`config.mk`:
```
export PLATFORM = sky130hd
export DESIGN_NAME = cpu_3_oci_dct_unpacker
export DESIGN_NICKNAME = d
export VERILOG_FILES = /design/src/rtl/cpu_3_oci_dct_unpacker.sv
export SDC_FILE = /design/constraint.sdc
export NUM_CORES = 1
export LEC_CHECK = 0
export ABC_AREA = 1
export CORE_UTILIZATION = 40
export DETAILED_ROUTE_END_ITERATION = 10
export PLACE_DENSITY_LB_ADDON = 0.1
export SYNTH_ARGS = -nofsm -noshare
export SYNTH_HDL_FRONTEND = slang
export SYNTH_SLANG_ARGS = --single-unit
```
`constraint.sdc`:
```
create_clock -name clk -period 3.5 [get_ports clk]
set_input_delay 0.35 -clock clk [delete_from_list [all_inputs] [get_ports clk]]
set_output_delay 0.35 -clock clk [all_outputs]
set_load 0.01 [all_outputs]
```
`src/rtl/cpu_3_oci_dct_unpacker.sv`:
```
// OCI compressed-trace unpacker: replays packed frames of 2-bit trace codes
// one code per cycle, with a one-frame hold register to absorb producer bursts.
//
// state | meaning
// IDLE  | active register empty, nothing presented on the output stream
// SHIFT | active register holds a frame, code at data[1:0] presented
module cpu_3_oci_dct_unpacker #(
    parameter int CODE_W    = 2,
    parameter int MAX_CODES = 15
) (
    input  logic                        clk,
    input  logic                        reset,
    input  logic                        in_valid,
    output logic                        in_ready,
    input  logic [MAX_CODES*CODE_W-1:0] dct_buffer,
    input  logic [3:0]                  dct_count,
    input  logic                        flush,
    output logic                        out_valid,
    input  logic                        out_ready,
    output logic [CODE_W-1:0]           out_code,
    output logic [3:0]                  out_index,
    output logic                        out_last,
    output logic                        busy,
    output logic [15:0]                 frame_count
);

    localparam int DATA_W = MAX_CODES * CODE_W;

    typedef enum logic {
        IDLE,
        SHIFT
    } state_t;

    state_t            state;
    logic [DATA_W-1:0] act_data;
    logic [3:0]        act_rem;
    logic [3:0]        act_idx;
    logic [DATA_W-1:0] hold_data;
    logic [3:0]        hold_cnt;
    logic              hold_valid;

    logic              code_hs;
    logic              last_hs;
    logic              accept;
    logic [DATA_W-1:0] shifted;

    assign in_ready  = !hold_valid && !reset && !flush;
    assign out_valid = (state == SHIFT);
    assign out_code  = act_data[CODE_W-1:0];
    assign out_index = act_idx;
    assign out_last  = (act_rem == 4'd1);
    assign busy      = (state == SHIFT) || hold_valid;

    assign code_hs = out_valid && out_ready;
    assign last_hs = code_hs && (act_rem == 4'd1);
    // Zero-length frames complete the handshake but are never stored.
    assign accept  = in_valid && in_ready && (dct_count != 4'd0);
    assign shifted = {{CODE_W{1'b0}}, act_data[DATA_W-1:CODE_W]};

    always_ff @(posedge clk) begin
        if (reset) begin
            state       <= IDLE;
            act_data    <= '0;
            act_rem     <= '0;
            act_idx     <= '0;
            hold_data   <= '0;
            hold_cnt    <= '0;
            hold_valid  <= 1'b0;
            frame_count <= '0;
        end else begin
            // A final-code handshake still counts even when flush discards the rest.
            if (last_hs) begin
                frame_count <= frame_count + 16'd1;
            end

            if (flush) begin
                state      <= IDLE;
                act_data   <= '0;
                act_rem    <= '0;
                act_idx    <= '0;
                hold_valid <= 1'b0;
            end else begin
                case (state)
                    IDLE: begin
                        if (accept) begin
                            state    <= SHIFT;
                            act_data <= dct_buffer;
                            act_rem  <= dct_count;
                            act_idx  <= '0;
                        end
                    end
                    SHIFT: begin
                        if (last_hs) begin
                            if (hold_valid) begin
                                act_data   <= hold_data;
                                act_rem    <= hold_cnt;
                                act_idx    <= '0;
                                hold_valid <= 1'b0;
                            end else if (accept) begin
                                act_data <= dct_buffer;
                                act_rem  <= dct_count;
                                act_idx  <= '0;
                            end else begin
                                state    <= IDLE;
                                act_data <= shifted;
                                act_rem  <= '0;
                                act_idx  <= '0;
                            end
                        end else if (code_hs) begin
                            act_data <= shifted;
                            act_rem  <= act_rem - 4'd1;
                            act_idx  <= act_idx + 4'd1;
                        end

                        // in_ready already implies the hold register is empty.
                        if (accept && !last_hs) begin
                            hold_data  <= dct_buffer;
                            hold_cnt   <= dct_count;
                            hold_valid <= 1'b1;
                        end
                    end
                    default: state <= IDLE;
                endcase
            end
        end
    end

endmodule
```
## After elaboration in Yosys (flattened, before gate mapping)

Cells that the tools add are included.

- Bits of input ports: 39
- Register bits: 90

- Reductions and logical operators: 18
- Muxes and demuxes: 22
- Bitwise logic cells: 2
- Equal/unequal tests: 3
- $add $sub $neg: 3

Operators with widths:

| cell | number |
|---|---|
| 2-to-1 mux 30 bit | 5 |
| one-hot mux 30 bit (2 select lines) | 1 |
| 2-to-1 mux 4 bit | 8 |
| adder 16 x 1 -> 16 bit, second input constant | 1 |
| one-hot mux 4 bit (2 select lines) | 2 |
| logical AND 1 bit | 7 |
| 2-to-1 mux 1 bit | 5 |
| adder 4 x 1 -> 4 bit, second input constant | 1 |
| == test 4 x 1 -> 1 bit, second input constant | 1 |
| zero test 1 bit | 4 |
| AND reduction 2 bit | 2 |
| nonzero test 4 bit | 1 |
| subtractor 4 x 1 -> 4 bit, second input constant | 1 |
| != test 3 x 1 -> 1 bit, second input constant | 1 |
| AND reduction 3 bit | 1 |
| != test 2 bit, second input constant | 1 |
| NOT 1 bit | 2 |
| one-hot mux 1 bit (2 select lines) | 1 |
| nonzero test 2 bit | 1 |
| OR reduction 2 bit | 1 |
| logical OR 1 bit | 1 |

## Depth between registers and ports, before layout

- Depth in word-level cells: 9
- Depth in mapped cells: 11

## Worst setup path after synthesis

OpenSTA, ideal clock, no wires.

- Path kind: reg-to-reg
- From: register act_rem[1]
- To: register act_data[21]
- Buffers on the path: 2
- Arrival time: 1,410 ps
- Setup time: 119 ps
- Data required time: 3,381 ps
- Stages on the path, launching flop included: 12
- Path slack: 1,970 ps
- Cell sequence: dfxtp_1 inv_1 ha_1 nand3_1 inv_1 nand2_4 nand2_1 buf_4 buf_2 nand2_1 nand2_1 a21oi_1

- Longest elaborated chain between the ends: 4
- Elaborated cells between the ends (all ways): 6
- Classes of those cells: eq/ne: 2; mux: 2; reduce/logical: 2

RTL lines:

| item | RTL line | source |
|---|---|---|
| start, declared | 36 | `logic [3:0] act_rem;` |
| start signal, assigned | 88 | `act_rem <= dct_count;` |
| start signal, assigned | 96 | `act_rem <= hold_cnt;` |
| start signal, assigned | 101 | `act_rem <= dct_count;` |
| == test 4 x 1 -> 1 bit * | - |  |
| net out_last | 22 | `output logic out_last,` |
| logical AND 1 bit * | 55 | `assign last_hs = code_hs && (act_rem == 4'd1);` |
| 2-to-1 mux 30 bit or != test 3 x 1 -> 1 bit (tied branches) | - |  |
| one-hot mux 30 bit (2 select lines) or AND reduction 2 bit (tied branches) | - |  |
| end signal, assigned | 87 | `act_data <= dct_buffer;` |
| end signal, assigned | 95 | `act_data <= hold_data;` |
| end signal, assigned | 100 | `act_data <= dct_buffer;` |
| end, declared | 35 | `logic [DATA_W-1:0] act_data;` |

The timed path passes the listed nets; every way through them passes the cells marked *.
A chain may end at the register's enable or synchronous reset.

## Worst setup path in the final report

- From: input port reset
- To: output port in_ready

- Longest elaborated chain between the ends: 3

RTL lines:

| item | RTL line | source |
|---|---|---|
| start, declared | 12 | `input logic reset,` |
| zero test 1 bit | 47 | `assign in_ready = !hold_valid && !reset && !flush;` |
| logical AND 1 bit (2 in a row) | 47 |  |
| end, declared | 14 | `output logic in_ready,` |

Every way passes these cells.

==> impl_metrics.toml <==
[synth]
synth_warnings = 0
avgSynthCellArea_um2 = 6.33
yosys-top-cells-area = "dfxtp_1 (36%), nand2_1 (14%), a21oi_1 (11%)"
ys_ff_latch = 90
postSynthCellCount = 787
ys_seq_area_share_pct = 36.2
syn_nets = 830
mappedNetlistArea_um2 = 4980
ys_types = 26
synth.largest_area_cell = "dfxtp_1"
yosysTopAreaCellShare_pct = 36.2

[placed_design]
place_ws_ns = 0.700
port_buffers = 64
dp_hpwl_um = 8900
routabilityCongestion = 0.861

[grt]
antenna_found_initial = 0
grt_max_degree = 43
grtUsageTotal_pct = 22.4
grt_pass1_vias = 4791
grt_pass1_wl_um = 22900
grt.overflow.total = 0

[detailed_routing]
wl_per_cell_um = 13.6
route.detailed.drc = 0
via_count = 5000
dr.first_iter.drc_count = 317
vias_per_cell = 5.02
drtPass1Iterations = 4
wl_um = 13600
drtAntennaViolNets = 0

[clock_tree]
numClockSinks = 90
clkTransAtPathRegs_ns = 0.06
cts_setup_buffers = 0
htree_levels = 3
hold_buffers = 0
cts_buffers = 9
postCtsResizedCells = 0
cts_tree = "yes"
cts_buffer_depth = 2
clock_latency_ns = 0.35
cts_root_buf = "clkbuf_16"

[layout]
insertedDiodeCount = 0
drive_gt1_share_pct = 4.58
layout.nets = 868
syn2layout_area_growth_pct = 18.9

[timing]
fin_crit_sh_pct = 75.3
maxSlewViolCount = 0
rsz0062_at_grt = "false"
fin_hold_ws_ns = 0.453
timing.fmax_mhz = 379
finalWorstSetupSlack_ns = 0.864
slew_headroom_pct = 57.9
worst_slew_pin_slew_ns = 0.630
min_period_ns = 2.64
timing.clock.skew_ns = 0.00760
fin_setup_tns_ns = 0
finalHoldViolations = 0
finalSetupViolCount = 0

[job]
drv_cap = 0

[pwr]
p_leak_nw = 2.60
power_density_nw_per_um2 = 364
ir_drop_v = 0.000191
finalPower_mw = 2.16

[floorplan]
io_pins = 65
core_area_um2 = 12100
core.rowCount = 40
die_w_um = 114
die_area_um2 = 12900
dieHeight_um = 114
start_util_pct = 41.3

[hold_path]
hold_class = "flip-flop to flip-flop"

[setup_path]
cp-end-kind = "output port"
cp_max_fo = 42
startpoint_type = "primary input"
worstSetupPathType = "primary input to output port"
required_ns = 3.15
arrival_ns = 2.29

[run_status]
outcome = "finished clean"
## worst max-delay path, cell delays in order
cell and delay (ns):
clkdlybuf4s50_1 0.73, inv_6 0.40, nand2_4 0.11, nor2_4 0.11
clkdlybuf4s50_1 0.57
## placed cells by master (no fill, tap or decap)
| cell type | count |
|---|---|
| nand3_1 | 49 |
| nor2_2 | 1 |
| clkinvlp_4 | 1 |
| inv_1 | 113 |
| nand3_2 | 2 |
| nand2_4 | 4 |
| o21ai_1 | 22 |
| clkbuf_16 | 9 |
| clkbuf_8 | 2 |
| a21oi_1 | 105 |
| clkinv_2 | 1 |
| ha_1 | 4 |
| clkbuf_1 | 2 |
| and2_1 | 1 |
| clkdlybuf4s50_1 | 64 |
| xnor2_1 | 2 |
| xor2_1 | 2 |
| dfxtp_1 | 90 |
| nand4_1 | 1 |
| nor3_1 | 3 |
| nand2_1 | 186 |
| nand2_2 | 2 |
| o21ai_0 | 85 |
| and3_1 | 2 |
| inv_6 | 1 |
| o22ai_1 | 2 |
| nor2_1 | 58 |
| nor2_4 | 3 |
| buf_4 | 12 |
## flip-flops by register name, summed over array words and instances, names as in the netlist
| register | cells |
|---|---|
| hold_cnt | 4 |
| act_rem | 4 |
| hold_valid | 1 |
| out_index | 4 |
| act_data | 30 |
| frame_count | 16 |
| out_valid | 1 |
| hold_data | 30 |
## metal layers
layer	global-route usage, %	part of all wire [%]
met5	0	0
met4	7.89	1.8
met3	4.62	4.2
met2	38.6	46
met1	27.6	48
## cells in the mapped netlist
master    count
nand2_1     186
inv_1       113
a21oi_1     105
dfxtp_1      90
o21ai_0      85
nor2_1       58
nand3_1      49
clkbuf_1     24
o21ai_1      22
buf_2        12
buf_4         7
buf_6         6
ha_1          4
nand2_4       4
nor2_4        3
nor3_1        3
and3_1        2
nand2_2       2
nand3_2       2
o22ai_1       2
xnor2_1       2
xor2_1        2
and2_1        1
inv_6         1
nand4_1       1
nor2_2        1
## cell families after synthesis
kind of cell,share of synthesized area (%)
simple gates,26.5
compound gates,21.5
buf+inv,14.1
flops,36.2
xor+xnor,0.703
fa+ha+maj,1.00
## area by class of cell
type	instances	area, µm²
flip-flops and latches	90	1800
clock inverters	2	12.5
multi-input cells	534	2480
repair buffers	76	731
inverters	114	433
clock buffers	13	260
well taps	168	210
fillers	1275	6140
## per-stage QoR
step / std cells / util [%] / instance area (µm²)
detailed placement: 982 / 46.9 / 5650
floorplan: 787 / - / 4980
finish: 997 / 49.1 / 5930
global route: 997 / 49.1 / 5930
global placement: 982 / 46.9 / 5650
CTS: 997 / 49.1 / 5930
## worst paths after layout
kind                             startpoint                   endpoint  slack (ns)  depth (start not counted)
hold / removal    hold_data[2]$_SDFFE_PP0P_  hold_data[2]$_SDFFE_PP0P_        0.45                          2
setup reg to reg    act_rem[1]$_SDFFE_PP0P_   hold_cnt[3]$_SDFFE_PP0P_        1.08                         10
hold reg to reg   hold_data[2]$_SDFFE_PP0P_  hold_data[2]$_SDFFE_PP0P_        0.45                          2
setup / recovery                      reset                   in_ready        0.86                          5
## power breakdown
group | internal [mW] | total, mW | leakage, nW | switching, mW
combinational | 0.0804 | 0.192 | 1.74 | 0.112
clock | 0.516 | 0.921 | 0.132 | 0.405
sequential | 1.04 | 1.04 | 0.727 | 0.00601
Note: power is estimated with default switching activity, not from simulation.
